<file path="config.mk">
export PLATFORM = sky130hd
export DESIGN_NAME = lock_seq_ctrl
export DESIGN_NICKNAME = d
export VERILOG_FILES = /design/src/rtl/lock_seq_ctrl.sv
export SDC_FILE = /design/constraint.sdc
export NUM_CORES = 1
export LEC_CHECK = 0
export ABC_AREA = 1
export BUFFER_PORTS_ARGS = -buffer_cell sky130_fd_sc_hd__buf_2
export CAP_MARGIN = 20
export CORE_ASPECT_RATIO = 0.8
export CORE_MARGIN = 1
export CORE_UTILIZATION = 53
export CTS_CLUSTER_DIAMETER = 100
export DETAILED_ROUTE_END_ITERATION = 7
export MAX_ROUTING_LAYER = met4
export PLACE_DENSITY = 0.79
export SKIP_CTS_REPAIR_TIMING = 1
export SYNTH_ARGS = -nofsm -noshare
export SYNTH_HDL_FRONTEND = slang
export SYNTH_SLANG_ARGS = --single-unit
</file>
<file path="constraint.sdc">
create_clock -name clk -period 2 [get_ports clk]
set_input_delay 0.2 -clock clk [delete_from_list [all_inputs] [get_ports clk]]
set_output_delay 0.2 -clock clk [all_outputs]
set_load 0.03 [all_outputs]
</file>
<file path="src/rtl/lock_seq_ctrl.sv">
// Lock sequencer: collects a histogram frame, tracks its peak, hands it to the lock-metric
// calculator and filters verdicts through lock/unlock hysteresis. Optional watchdog: LOCK_SEQ_CTRL_TIMEOUT_EN.
module lock_seq_ctrl #(
  parameter int unsigned DATA_WIDTH      = 16,
  parameter int unsigned BOUND_NUM       = 32,
  parameter int unsigned BOUND_NUM_WIDTH = 5,
  parameter int unsigned LOCK_CNT        = 4,
  parameter int unsigned UNLOCK_CNT      = 4,
  parameter int unsigned CNT_WIDTH       = 4,
  parameter int unsigned TIMEOUT         = 64,
  parameter int unsigned TIMEOUT_WIDTH   = 8
) (
  input  logic                            clk,
  input  logic                            reset_n,
  input  logic [2:0]                      mode_i,
  input  logic                            bin_val_i,
  input  logic [DATA_WIDTH-1:0]           bin_data_i,
  input  logic                            bin_last_i,
  output logic                            bin_rdy_o,
  output logic [DATA_WIDTH*BOUND_NUM-1:0] calc_data_o,
  output logic [BOUND_NUM_WIDTH-1:0]      calc_max_num_o,
  output logic [2:0]                      calc_mode_o,
  output logic                            calc_val_o,
  input  logic                            calc_val_i,
  input  logic                            calc_lock_i,
  output logic                            lock_o,
  output logic                            lock_chg_o,
  output logic                            frame_err_o,
  output logic                            timeout_o
);

  // One extra bit so the bin counter can saturate at BOUND_NUM on over-long frames
  localparam int unsigned IDX_W = BOUND_NUM_WIDTH + 1;

  typedef enum logic [1:0] {COLLECT, ISSUE, WAIT, UPDATE} state_t;

  state_t                                   state_q, state_nxt;
  logic [IDX_W-1:0]                         cnt_q, cnt_nxt;
  logic [BOUND_NUM-1:0][DATA_WIDTH-1:0]     frame_q, frame_nxt;
  logic [DATA_WIDTH-1:0]                    max_val_q, max_val_nxt;
  logic [BOUND_NUM_WIDTH-1:0]               max_idx_q, max_idx_nxt;
  logic                                     verdict_q, verdict_nxt;
  logic [CNT_WIDTH-1:0]                     good_q, good_nxt, bad_q, bad_nxt;
  logic                                     bin_rdy_nxt, calc_val_nxt, lock_nxt;
  logic                                     lock_chg_nxt, frame_err_nxt, timeout_nxt;
  logic [BOUND_NUM_WIDTH-1:0]               max_num_nxt;
  logic [2:0]                               mode_nxt;
  logic                                     accept_c, in_range_c, wd_expire_c;
  logic [CNT_WIDTH-1:0]                     good_inc_c, bad_inc_c;

  // The frame store doubles as the calculator data bus; it is stable outside COLLECT
  assign calc_data_o = frame_q;

  assign accept_c   = bin_val_i && bin_rdy_o;
  assign in_range_c = (cnt_q < IDX_W'(BOUND_NUM));
  assign good_inc_c = good_q + CNT_WIDTH'(1);
  assign bad_inc_c  = bad_q + CNT_WIDTH'(1);

`ifdef LOCK_SEQ_CTRL_TIMEOUT_EN
  logic [TIMEOUT_WIDTH-1:0] wd_q;

  assign wd_expire_c = (wd_q == TIMEOUT_WIDTH'(TIMEOUT - 1));

  // Watchdog counts WAIT cycles without a calculator response
  always_ff @(posedge clk or negedge reset_n) begin
    if (!reset_n) begin
      wd_q <= '0;
    end else if (state_q == WAIT && !calc_val_i && !wd_expire_c) begin
      wd_q <= wd_q + TIMEOUT_WIDTH'(1);
    end else begin
      wd_q <= '0;
    end
  end
`else
  assign wd_expire_c = 1'b0;
`endif

  // Next-state and next-output logic
  always_comb begin
    state_nxt     = state_q;
    cnt_nxt       = cnt_q;
    frame_nxt     = frame_q;
    max_val_nxt   = max_val_q;
    max_idx_nxt   = max_idx_q;
    verdict_nxt   = verdict_q;
    good_nxt      = good_q;
    bad_nxt       = bad_q;
    bin_rdy_nxt   = bin_rdy_o;
    calc_val_nxt  = 1'b0;
    max_num_nxt   = calc_max_num_o;
    mode_nxt      = calc_mode_o;
    lock_nxt      = lock_o;
    lock_chg_nxt  = 1'b0;
    frame_err_nxt = 1'b0;
    timeout_nxt   = 1'b0;

    unique case (state_q)
      COLLECT: begin
        if (accept_c) begin
          if (cnt_q == '0) begin
            frame_nxt = '0;
            mode_nxt  = mode_i;
          end
          // Bins past BOUND_NUM are swallowed without touching store or peak
          if (in_range_c) begin
            frame_nxt[cnt_q[BOUND_NUM_WIDTH-1:0]] = bin_data_i;
            if (cnt_q == '0 || bin_data_i > max_val_q) begin
              max_val_nxt = bin_data_i;
              max_idx_nxt = cnt_q[BOUND_NUM_WIDTH-1:0];
            end
            cnt_nxt = cnt_q + IDX_W'(1);
          end
          if (bin_last_i) begin
            state_nxt     = ISSUE;
            bin_rdy_nxt   = 1'b0;
            calc_val_nxt  = 1'b1;
            max_num_nxt   = max_idx_nxt;
            frame_err_nxt = (cnt_q != IDX_W'(BOUND_NUM - 1));
          end
        end
      end
      ISSUE: begin
        state_nxt = WAIT;
      end
      WAIT: begin
        if (calc_val_i) begin
          verdict_nxt = calc_lock_i;
          state_nxt   = UPDATE;
        end else if (wd_expire_c) begin
          verdict_nxt = 1'b0;
          timeout_nxt = 1'b1;
          state_nxt   = UPDATE;
        end
      end
      UPDATE: begin
        // Consecutive-verdict hysteresis around the lock state
        if (!lock_o) begin
          if (!verdict_q) begin
            good_nxt = '0;
          end else if (good_inc_c == CNT_WIDTH'(LOCK_CNT)) begin
            lock_nxt     = 1'b1;
            lock_chg_nxt = 1'b1;
            good_nxt     = '0;
            bad_nxt      = '0;
          end else begin
            good_nxt = good_inc_c;
          end
        end else begin
          if (verdict_q) begin
            bad_nxt = '0;
          end else if (bad_inc_c == CNT_WIDTH'(UNLOCK_CNT)) begin
            lock_nxt     = 1'b0;
            lock_chg_nxt = 1'b1;
            good_nxt     = '0;
            bad_nxt      = '0;
          end else begin
            bad_nxt = bad_inc_c;
          end
        end
        state_nxt   = COLLECT;
        bin_rdy_nxt = 1'b1;
        cnt_nxt     = '0;
        max_val_nxt = '0;
        max_idx_nxt = '0;
      end
      default: begin
        state_nxt   = COLLECT;
        bin_rdy_nxt = 1'b1;
      end
    endcase
  end

  // State and registered outputs
  always_ff @(posedge clk or negedge reset_n) begin
    if (!reset_n) begin
      state_q        <= COLLECT;
      cnt_q          <= '0;
      frame_q        <= '0;
      max_val_q      <= '0;
      max_idx_q      <= '0;
      verdict_q      <= 1'b0;
      good_q         <= '0;
      bad_q          <= '0;
      bin_rdy_o      <= 1'b1;
      calc_val_o     <= 1'b0;
      calc_max_num_o <= '0;
      calc_mode_o    <= '0;
      lock_o         <= 1'b0;
      lock_chg_o     <= 1'b0;
      frame_err_o    <= 1'b0;
      timeout_o      <= 1'b0;
    end else begin
      state_q        <= state_nxt;
      cnt_q          <= cnt_nxt;
      frame_q        <= frame_nxt;
      max_val_q      <= max_val_nxt;
      max_idx_q      <= max_idx_nxt;
      verdict_q      <= verdict_nxt;
      good_q         <= good_nxt;
      bad_q          <= bad_nxt;
      bin_rdy_o      <= bin_rdy_nxt;
      calc_val_o     <= calc_val_nxt;
      calc_max_num_o <= max_num_nxt;
      calc_mode_o    <= mode_nxt;
      lock_o         <= lock_nxt;
      lock_chg_o     <= lock_chg_nxt;
      frame_err_o    <= frame_err_nxt;
      timeout_o      <= timeout_nxt;
    end
  end

endmodule
</file>
==> run summary, run 1 <==
Status: finished clean
Max-cap violations: 0
Vias per cell: 5.79
Critical path class: reg2reg
Syn Inst Count: 2155
Sw Ratio: 47.2%
Initial Utilization: 54.3%
Post-Syn Nets: 2207
Hold wc startpoint: bin_last_i
Final setup viols: 0
Worst skew pair latency: 600 ps
Top_reg_cell synth: dfrtp_1
Logic pwr share: 47.2%
Startpoint Class: register
Internal: 28.9 mW
Maximum VDD drop: 1.47 mV
Clock power frac: 17.9%
P_sw: 25.8 mW
Register area share after synthesis: 63.2%
First-pass GRT wire length: 114 mm
Post-route minimum period: 1990 ps
Die Height: 185 um
CP dominant cell by count: nand2_1
Largest net degree at the start of global routing: 95
Global placement routability congestion: 0.956
WP data required: 2470 ps
Most common cell after layout, fill and taps aside: dfrtp_1
Critical-path cell list: inv_1, ha_1, nand2_1, inv_1, nand2_1, nand2_1, nand2_1, nand2_1, nand2_1, nand2_1, nand2_1, nand2_1, buf_4, nand2_1, nand3_1, nand2_1
CTS buffer count: 52
Routed vias: 19404
Final hold vios: 0
DRC violations left: 0
Worst path slowest cell: dfrtp_1
Initial antenna violation count: 0
Share of cells above drive strength 1: 30.0%
Highest clock rate: 503 MHz
Total power: 54.8 mW
Arrival @ worst endpoint: 2460 ps
Vias in the first global route: 19168
NumNets Final: 2823
Most frequent cells in the layout: dfrtp_1 (562), buf_2 (548), inv_1 (525)
Seq pwr share: 34.8%
DPL Wire Length: 51.7 mm
Yosys warns: 0
Longest Clk Path Bufs: 3
Worst setup path startpoint: max_val_q[3]$_DFFE_PN0P_
H-tree depth: 2
Placed cells: 3238
Delay-heaviest family, CP: simple AND/OR/NAND/NOR gates
Buf+Inv Stages, Crit Path: 3
Worst hold path class: in2reg
CTS tree: yes
Core footprint: 41000 um^2
Max stage delay on crit path: 350 ps
Skew final: 24.0 ps
Critical path capture point type: register
Clock Root Buffer: clkbuf_16
Gr usage total: 36.5%
Leakage: 14.8 nW
Syn Area/Cell: 10.3 um^2
Die width: 231 um
Non-Filler Instances: 3353
Unrepaired setup endpoints after global routing: true
DRT antenna net count: 0
Area delta synth->final: 28.3%
Total clock sinks: 563
PwrDens: 1920 nW/um^2
Cell Area, Synth: 22300 um^2
Fraction of registers with async set/reset: 100%
Synthesized flop and latch total: 563
Final period util: 99.5%
Cell row count: 66
First drt pass iteration count: 5
Yosys cell types: 36
Critical R2R Launch: max_val_q[3]$_DFFE_PN0P_
WL per Instance: 23.2 um
Maximum fanout along the worst path: 5
Max_slew headroom: 65.7%
# port buffers: 549
Die ar.: 42900 um^2
GRT Residual Overflow: 0
IO Pins: 551
Initial DRC count: 1985
Diodes inserted: 0
Drt total wl: 77.7 mm
Clock Pin Slew Worst Setup and Hold Paths: 70 ps
Post-synth EDFFs: 0
Worst Tran Pin Value: 515 ps
Max-slew violation count: 0
## flip-flops by register name (all words and copies together), names as in the netlist, 2 cells and up
signal          count
calc_mode_o         3
max_idx_q           5
bad_q               4
state_q             2
calc_data_o       512
max_val_q          16
calc_max_num_o      5
good_q              4
cnt_q               6
## synthesized netlist by cell type, types with 2 or more instances
| cell type | n | area [um^2] |
|---|---|---|
| o21ai_1 | 21 | 105 |
| nand4_1 | 3 | 18.8 |
| buf_6 | 9 | 101 |
| nor3_1 | 5 | 25.0 |
| clkbuf_1 | 87 | 327 |
| o21ai_0 | 40 | 200 |
| nor2_2 | 2 | 12.5 |
| ha_1 | 27 | 338 |
| nor2_1 | 51 | 191 |
| buf_4 | 22 | 165 |
| nand3_1 | 92 | 460 |
| inv_1 | 526 | 1970 |
| xor2_1 | 3 | 26.3 |
| nand3b_1 | 2 | 15.0 |
| inv_2 | 41 | 154 |
| dfrtp_1 | 562 | 14100 |
| a21oi_4 | 28 | 455 |
| nor2_4 | 2 | 22.5 |
| a21oi_1 | 14 | 70.1 |
| nand2_1 | 123 | 462 |
| o22ai_1 | 465 | 2910 |
| buf_2 | 16 | 80.1 |
## path summary, 6_finish.rpt
kind                                                  to  cells past startpoint  slack, ps
max                        calc_max_num_o[0]$_DFFE_PN0P_                     16         10
min                                 calc_val_o$_DFF_PN0_                      4         70
max reg2reg                calc_max_num_o[0]$_DFFE_PN0P_                     16         10
min reg2reg                   calc_mode_o[2]$_DFFE_PN0P_                      2        480
max in group asynchronous    calc_data_o[37]$_DFFE_PN0P_                      3        990
min in group asynchronous   calc_data_o[452]$_DFFE_PN0P_                      2        140
## per-layer routing
metal  wire length, um  track usage (%)  vias up  share of wire (%)
met5                 0                -        -                  0
met4              3600             17.7        0                4.6
met3              8890             10.3      262                 11
met2             36600             56.2     1372                 47
met1             28700             44.5     9495                 37
li1                  -                -     8275                  -
## power groups by stage
stage               sequential (mW)  clock, mW  combinational, mW
global placement               18.8          0               24.9
detailed placement             19.0          0               25.5
CTS                            19.0       9.85               25.6
finish                         19.1       9.82               25.9
floorplan                      27.4          0               7.41
global route                   19.5       10.3               27.3
## kinds of logic (layout without fill, tap and decap cells)
| logic type | Yosys count | after routing | synth area share (%) |
|---|---|---|---|
| AOI/OAI and AO/OA | 573 | 573 | 16.9 |
| xor gates and xnor gates | 4 | 4 | 0.157 |
| adders and majority gates | 27 | 27 | 1.52 |
| buffers and inverters | 704 | 1358 | 12.6 |
| DFF | 563 | 563 | 63.2 |
| muxes | 1 | 1 | 0.0449 |
| other | 1 | 1 | 0.0168 |
| and+or+nand+nor | 282 | 282 | 5.49 |
## metrics by stage
step	util (%)	setup slack, ps	TNS, ps	hold slack (ps)	instance area, um^2
floorplan	-	148	0	-95.6	22300
global placement	65.0	20.4	0	161	26700
detailed placement	65.0	-78.3	-910	163	26700
CTS	69.0	-95.5	-1190	-461	28300
global route	69.7	-109	-1970	83.7	28600
finish	69.7	10.1	0	65.5	28600
## area by class of cell
type / instances / area, um^2
clock inverters: 16 / 171
flip-flops and latches: 563 / 14100
repair buffers: 697 / 4600
inverters: 569 / 2140
multi-input cells: 888 / 5440
well taps: 544 / 681
fillers: 2911 / 12400
clock buffers: 76 / 1470
## tightest hold or removal path, delay by kind of cell
kind | cells | cell delay, ps
buffers and inverters | 3 | 320
AND/OR/NAND/NOR | 1 | 100
Power figures use the tool's default switching activity.
==> run 2, diff against run 1 <==
--- a/config.mk
+++ b/config.mk
@@ -8,14 +8,14 @@
 export ABC_AREA = 1
 export BUFFER_PORTS_ARGS = -buffer_cell sky130_fd_sc_hd__buf_2
 export CAP_MARGIN = 20
-export CORE_ASPECT_RATIO = 0.8
-export CORE_MARGIN = 1
-export CORE_UTILIZATION = 53
+export CORE_AREA = 2 2 213 215
 export CTS_CLUSTER_DIAMETER = 100
 export DETAILED_ROUTE_END_ITERATION = 7
+export DIE_AREA = 0 0 215 217
 export MAX_ROUTING_LAYER = met4
-export PLACE_DENSITY = 0.79
+export PLACE_DENSITY = 0.74
 export SKIP_CTS_REPAIR_TIMING = 1
 export SYNTH_ARGS = -nofsm -noshare
 export SYNTH_HDL_FRONTEND = slang
 export SYNTH_SLANG_ARGS = --single-unit
+export TNS_END_PERCENT = 50
==> constraint.sdc (replaced) <==
create_clock -name clk -period 2.36 [get_ports clk]
set_input_delay 0.236 -clock clk [delete_from_list [all_inputs] [get_ports clk]]
set_output_delay 0.236 -clock clk [all_outputs]
set_load 0.03 [all_outputs]
==> run 2 against run 1 <==
  * Power is 14% lower
  * Critical path type unchanged
  * First-iteration DRC count is 0.50% higher
  * Sequential power is 16% lower
  * Hold slack worse by 43 ps
  * Clock skew is 5.1 ps higher
  * Routed wire length is 1.6% lower
  * Worst setup slack better by 110 ps
  * Final cell count is 0.75% higher
  * Global-route usage is 3.4 points lower
  * Critical path depth is 8 lower
  * Non-clock buffer count is 41 lower
==> run summary, run 2 (synthesis gave the netlist of run 1 again) <==
Status: finished clean
Setup Slack @ Placement: 33.3 ps (+112 ps)
Most common cell after layout, fill and taps aside: dfrtp_1
Critical path class: reg2reg
Design Area, Final: 28200 um^2 (-1.2%)
Max reg flops: 512 (unchanged)
# port buffers: 549 (unchanged)
Arrival @ worst endpoint: 2710 ps (+250 ps)
DRT antenna net count: 0 (unchanged)
H-tree depth: 2 (unchanged)
Leakage: 14.6 nW (-1.1%)
Vias in the first global route: 18791 (-2.0%)
NumNets Final: 2787 (-1.3%)
Area delta synth->final: 26.7%
Initial Utilization: 49.9% (-4.4 points)
Post-route minimum period: 2240 ps (+248 ps)
First drt pass iteration count: 5 (unchanged)
Non-Filler Instances: 3378 (+0.75%)
PwrDens: 1660 nW/um^2 (-13%)
Worst hold path class: in2reg
Most frequent cells in the layout: dfrtp_1 (562), buf_2 (548), inv_1 (525)
Vias per cell: 5.56 (-3.9%)
Longest Clk Path Bufs: 3 (unchanged)
Clock Pin Slew Worst Setup and Hold Paths: 70 ps (about the same)
Max-slew violation count: 0 (unchanged)
Worst hold slack: 22.1 ps (-43.4 ps)
DPL Wire Length: 50.9 mm (-1.6%)
Core footprint: 44700 um^2 (+8.9%)
Placed cells: 3260 (+0.68%)
Highest clock rate: 447 MHz (-11%)
Reg-to-reg slack, setup: 120 ps (+110 ps)
Total clock sinks: 563 (unchanged)
Critical-path cell list: inv_1, ha_1, inv_2, nor2_2, inv_4, buf_4, a21oi_4, o22ai_1
Area after DPL: 25900 um^2 (-2.9%)
Worst skew pair latency: 620 ps (+20 ps)
Die width: 215 um (-7.0%)
Worst Slack Setup Final: 122 ps (+112 ps)
Die Height: 217 um (+17%)
Unrepaired setup endpoints after global routing: false
IO Pins: 551 (unchanged)
Global placement routability congestion: 0.874 (-8.6%)
Drt total wl: 76.5 mm (-1.6%)
Initial antenna violation count: 0 (unchanged)
CTS tree: yes
Final setup viols: 0 (unchanged)
GRT Residual Overflow: 0 (unchanged)
Max_slew headroom: 60.1% (-5.6 points)
First-pass GRT wire length: 114 mm (-0.13%)
Max-cap violations: 0 (unchanged)
Skew final: 29.1 ps (+5.07 ps)
Maximum fanout along the worst path: 18 (+13)
WL per Instance: 22.6 um (-2.3%)
Clock Root Buffer: clkbuf_16
Max stage delay on crit path: 510 ps (+160 ps)
Final period util: 94.8% (-4.7 points)
Startpoint Class: register
CTS buffer count: 57 (+9.6%)
Maximum VDD drop: 1.09 mV (-26%)
Critical path capture point type: register
Die ar.: 46700 um^2 (+8.8%)
Largest net degree at the start of global routing: 68 (-28%)
Share of cells above drive strength 1: 30.0% (about the same)
WP data required: 2840 ps (+370 ps)
Gr usage total: 33.1% (-3.4 points)
Cell row count: 78 (+18%)
Setup tns final: 0 ps (unchanged)
Final hold vios: 0 (unchanged)
Worst path slowest cell: a21oi_4
Diodes inserted: 0 (unchanged)
DRC violations left: 0 (unchanged)
Routed vias: 18782 (-3.2%)
Initial DRC count: 1995 (+0.50%)
Worst Tran Pin Value: 599 ps (+84.0 ps)
-- run 2: changes by cell type in the layout (fill, tap and decap cells not counted), sizes merged --
| cell | change |
|---|---|
| buf | -34 |
| clkinv | +3 |
| bufinv | +12 |
| inv | -2 |
| clkbuf | -5 |
| clkinvlp | +2 |
| dlygate4sd3 | -7 |
-- run 2: through the flow --
step	utilization, %	power, mW
after floorplan	-	29.5
after global placement	58.0	36.0
final	63.2	47.0
after CTS	62.8	46.9
after detailed placement	58.0	36.4
after global routing	63.2	49.0
-- run 2: power by group --
part           internal, mW  total (mW)  switching, mW
Sequential             13.6        16.0           2.45
Combinational          5.51        20.7           15.1
Clock                  6.35        10.3           3.93
-- run 2: final timing paths --
| kind | start | end | depth (start not counted) |
|---|---|---|---|
| setup / recovery | state_q[0]$_DFFE_PN0P_ | calc_data_o[201]$_DFFE_PN0P_ | 8 |
| hold / removal | calc_val_i | state_q[1]$_DFFE_PN0P_ | 4 |
| setup reg to reg | state_q[0]$_DFFE_PN0P_ | calc_data_o[201]$_DFFE_PN0P_ | 8 |
| hold reg to reg | calc_mode_o[2]$_DFFE_PN0P_ | calc_mode_o[2]$_DFFE_PN0P_ | 2 |
| max in group asynchronous | reset_n | calc_data_o[233]$_DFFE_PN0P_ | 4 |
| min in group asynchronous | reset_n | calc_data_o[114]$_DFFE_PN0P_ | 2 |
-- run 2: routing by layer --
| layer | vias up | track usage [%] | routed length, um |
|---|---|---|---|
| li1 | 8220 | - | - |
| met1 | 9258 | 43.0 | 30100 |
| met2 | 1100 | 51.1 | 35700 |
| met4 | 0 | 13.3 | 3410 |
| met5 | - | - | 0 |
| met3 | 204 | 7.32 | 7340 |
-- run 2: layout make-up --
class,instances,area (um^2)
Clock buffer,71,1570
Inverter,569,2140
Multi-Input combinational cell,888,5440
Clock inverter,31,563
Fill cell,3546,16500
Tap cell,600,751
Sequential cell,563,14100
Timing Repair Buffer,656,3690
-- run 2: critical path, delay by kind of cell, from the launching register on --
| family | cells | cell delay (ps) |
|---|---|---|
| fa+ha+maj | 1 | 230 |
| simple gates | 1 | 220 |
| buf+inv | 4 | 560 |
| compound gates | 2 | 670 |
| flops | 1 | 390 |
==> run 3, diff against run 2 <==
--- a/config.mk
+++ b/config.mk
@@ -8,12 +8,13 @@
 export ABC_AREA = 1
 export BUFFER_PORTS_ARGS = -buffer_cell sky130_fd_sc_hd__buf_2
 export CAP_MARGIN = 20
-export CORE_AREA = 2 2 213 215
+export CORE_ASPECT_RATIO = 0.8
+export CORE_MARGIN = 5
+export CORE_UTILIZATION = 30
 export CTS_CLUSTER_DIAMETER = 100
 export DETAILED_ROUTE_END_ITERATION = 7
-export DIE_AREA = 0 0 215 217
 export MAX_ROUTING_LAYER = met4
-export PLACE_DENSITY = 0.74
+export PLACE_DENSITY = 0.48
 export SKIP_CTS_REPAIR_TIMING = 1
 export SYNTH_ARGS = -nofsm -noshare
 export SYNTH_HDL_FRONTEND = slang
==> run 3 against run 2 <==
  * First-iteration DRC count shrank 23%
  * Core utilization shrank 24 points
  * Fmax grew 5.7%
  * Critical endpoint is now max_val_q[11]$_DFFE_PN0P_
  * Largest cell class unchanged
  * Largest power group unchanged
  * Highest routed layer unchanged
==> run summary, run 3 (synthesis gave the netlist of run 1 again) <==
CP dominant cell by count: nand2_1
H-tree depth: 2 (unchanged)
Final period util: 89.7% (-5.2 points)
Core footprint: 73700 um^2 (+65%)
Worst path slowest cell: dfrtp_1
Filler cell count: 7415 (+110%)
Most frequent cells in the layout: dfrtp_1 (562), buf_2 (548), inv_1 (525)
Max-cap violations: 0 (unchanged)
Final core occ: 39.6% (-24 points)
Critical path class: reg2reg
Clock Pin Slew Worst Setup and Hold Paths: 60 ps (about the same)
Routed vias: 18486 (-1.6%)
Die ar.: 79900 um^2 (+71%)
Initial Utilization: 30.2% (-20 points)
Clock Root Buffer: clkbuf_16
Worst hold slack: 43.5 ps (+21.4 ps)
Vias per cell: 4.84 (-13%)
DRC violations left: 0 (unchanged)
Initial DRC count: 1538 (-23%)
Arrival @ worst endpoint: 2650 ps (-60 ps)
IO Pins: 551 (unchanged)
Total power: 47.3 mW (+0.61%)
Max-slew violation count: 0 (unchanged)
Unrepaired setup endpoints after global routing: false
Startpoint Class: register
Skew final: 19.4 ps (-9.67 ps)
Max stage delay on crit path: 380 ps (-130 ps)
# port buffers: 549 (unchanged)
Die width: 315 um (+46%)
Critical path capture point type: register
Worst hold path class: in2reg
Max reg flops: 512 (unchanged)
Maximum VDD drop: 0.896 mV (-18%)
Register area: 14100 um^2 (unchanged)
Share of cells above drive strength 1: 30.7% (+0.75 points)
Area after DPL: 27000 um^2 (+4.3%)
Leakage: 14.8 nW (+1.6%)
Area delta synth->final: 30.8%
Multi-input gate area: 5440 um^2 (about the same)
First drt pass iteration count: 5 (unchanged)
Worst Tran Pin Value: 575 ps (-23.9 ps)
Global placement routability congestion: 0.824 (-5.6%)
Final setup viols: 0 (unchanged)
WP data required: 2900 ps (+60 ps)
WL per Instance: 23.5 um (+4.0%)
Design Area, Final: 29200 um^2 (+3.2%)
Total clock sinks: 563 (unchanged)
Drt total wl: 89.8 mm (+17%)
NumNets Final: 2821 (+1.2%)
Most common cell after layout, fill and taps aside: dfrtp_1
Maximum fanout along the worst path: 16 (-2)
Delay-heaviest family, CP: simple AND/OR/NAND/NOR gates
Worst skew pair latency: 610 ps (about the same)
CTS tree: yes
Status: finished clean
Highest clock rate: 472 MHz (+5.7%)
Setup tns final: 0 ps (unchanged)
Die Height: 254 um (+17%)
Longest Clk Path Bufs: 3 (unchanged)
Post-route minimum period: 2120 ps (-122 ps)
DPL Wire Length: 60.8 mm (+19%)
First-pass GRT wire length: 131 mm (+15%)
Critical-path cell list: inv_1, ha_1, nand4_1, nor2_1, a31oi_1, nand2_1, nand2_2, nand2_1, buf_4, nand3_1, nand2_1
DRT antenna net count: 0 (unchanged)
Final hold vios: 0 (unchanged)
Initial antenna violation count: 4 (+4)
Max_slew headroom: 61.7% (+1.6 points)
Buf+Inv Stages, Crit Path: 2 (-2)
Largest net degree at the start of global routing: 94 (+38%)
Cell row count: 89 (+14%)
Vias in the first global route: 18934 (+0.76%)
Gr usage total: 22.4% (-11 points)
GRT Residual Overflow: 0 (unchanged)
CTS buffer count: 60 (+5.3%)
PwrDens: 1620 nW/um^2 (-2.6%)
run 3: changes by cell type in the layout (fill, tap and decap cells not counted), sizes merged, moves of 2 or more:
cell	delta
dlygate4sd3	-3
bufinv	-12
buf	+34
clkbuf	+21
diode	+2
clkinvlp	-4
run 3: worst register-to-register path, delay by kind of cell (launching register included):
kind | cells | cell delay [ps]
and+or+nand+nor | 7 | 970
buffers and inverters | 2 | 280
DFF | 1 | 380
adders and majority gates | 1 | 310
AOI/OAI and AO/OA | 1 | 100
run 3: final cells by class:
cell class	instances	area share, %
Sequential cell	563	48.3
Multi-Input combinational cell	888	18.7
Timing Repair Buffer	687	14.5
Inverter	569	7.34
Clock buffer	92	6.29
Tap cell	1001	4.29
Clock inverter	15	0.562
Antenna cell	2	0.0172
run 3: path summary, 6_finish.rpt:
path | start | endpoint | slack (ps) | depth (start not counted)
setup reg to reg | max_val_q[11]$_DFFE_PN0P_ | max_val_q[11]$_DFFE_PN0P_ | 240 | 11
max in group asynchronous | reset_n | calc_data_o[357]$_DFFE_PN0P_ | 1340 | 3
setup / recovery | max_val_q[11]$_DFFE_PN0P_ | max_val_q[11]$_DFFE_PN0P_ | 240 | 11
min in group asynchronous | reset_n | calc_data_o[193]$_DFFE_PN0P_ | 110 | 2
hold / removal | bin_data_i[13] | max_val_q[13]$_DFFE_PN0P_ | 40 | 4
hold reg to reg | calc_data_o[4]$_DFFE_PN0P_ | calc_data_o[4]$_DFFE_PN0P_ | 480 | 2
run 3: per-stage QoR:
step / setup slack (ps) / cells
finish: 243 / 3817
global route: 33.5 / 3816
CTS: 200 / 3803
detailed placement: 220 / 3696
global placement: 250 / 3696
floorplan: 508 / 2155
run 3: power breakdown:
| group | internal (mW) | total (mW) | switching, mW |
|---|---|---|---|
| clock network | 5.64 | 9.64 | 4.00 |
| registers | 13.7 | 16.1 | 2.41 |
| logic | 5.90 | 21.6 | 15.7 |
run 3: metal layers:
metal	vias to the layer above	GRT usage, %	wire [um]
li1	8308	-	-
met1	9342	29.9	39300
met2	715	34.2	40900
met3	121	6.04	7320
met4	0	5.82	2320
met5	-	-	0
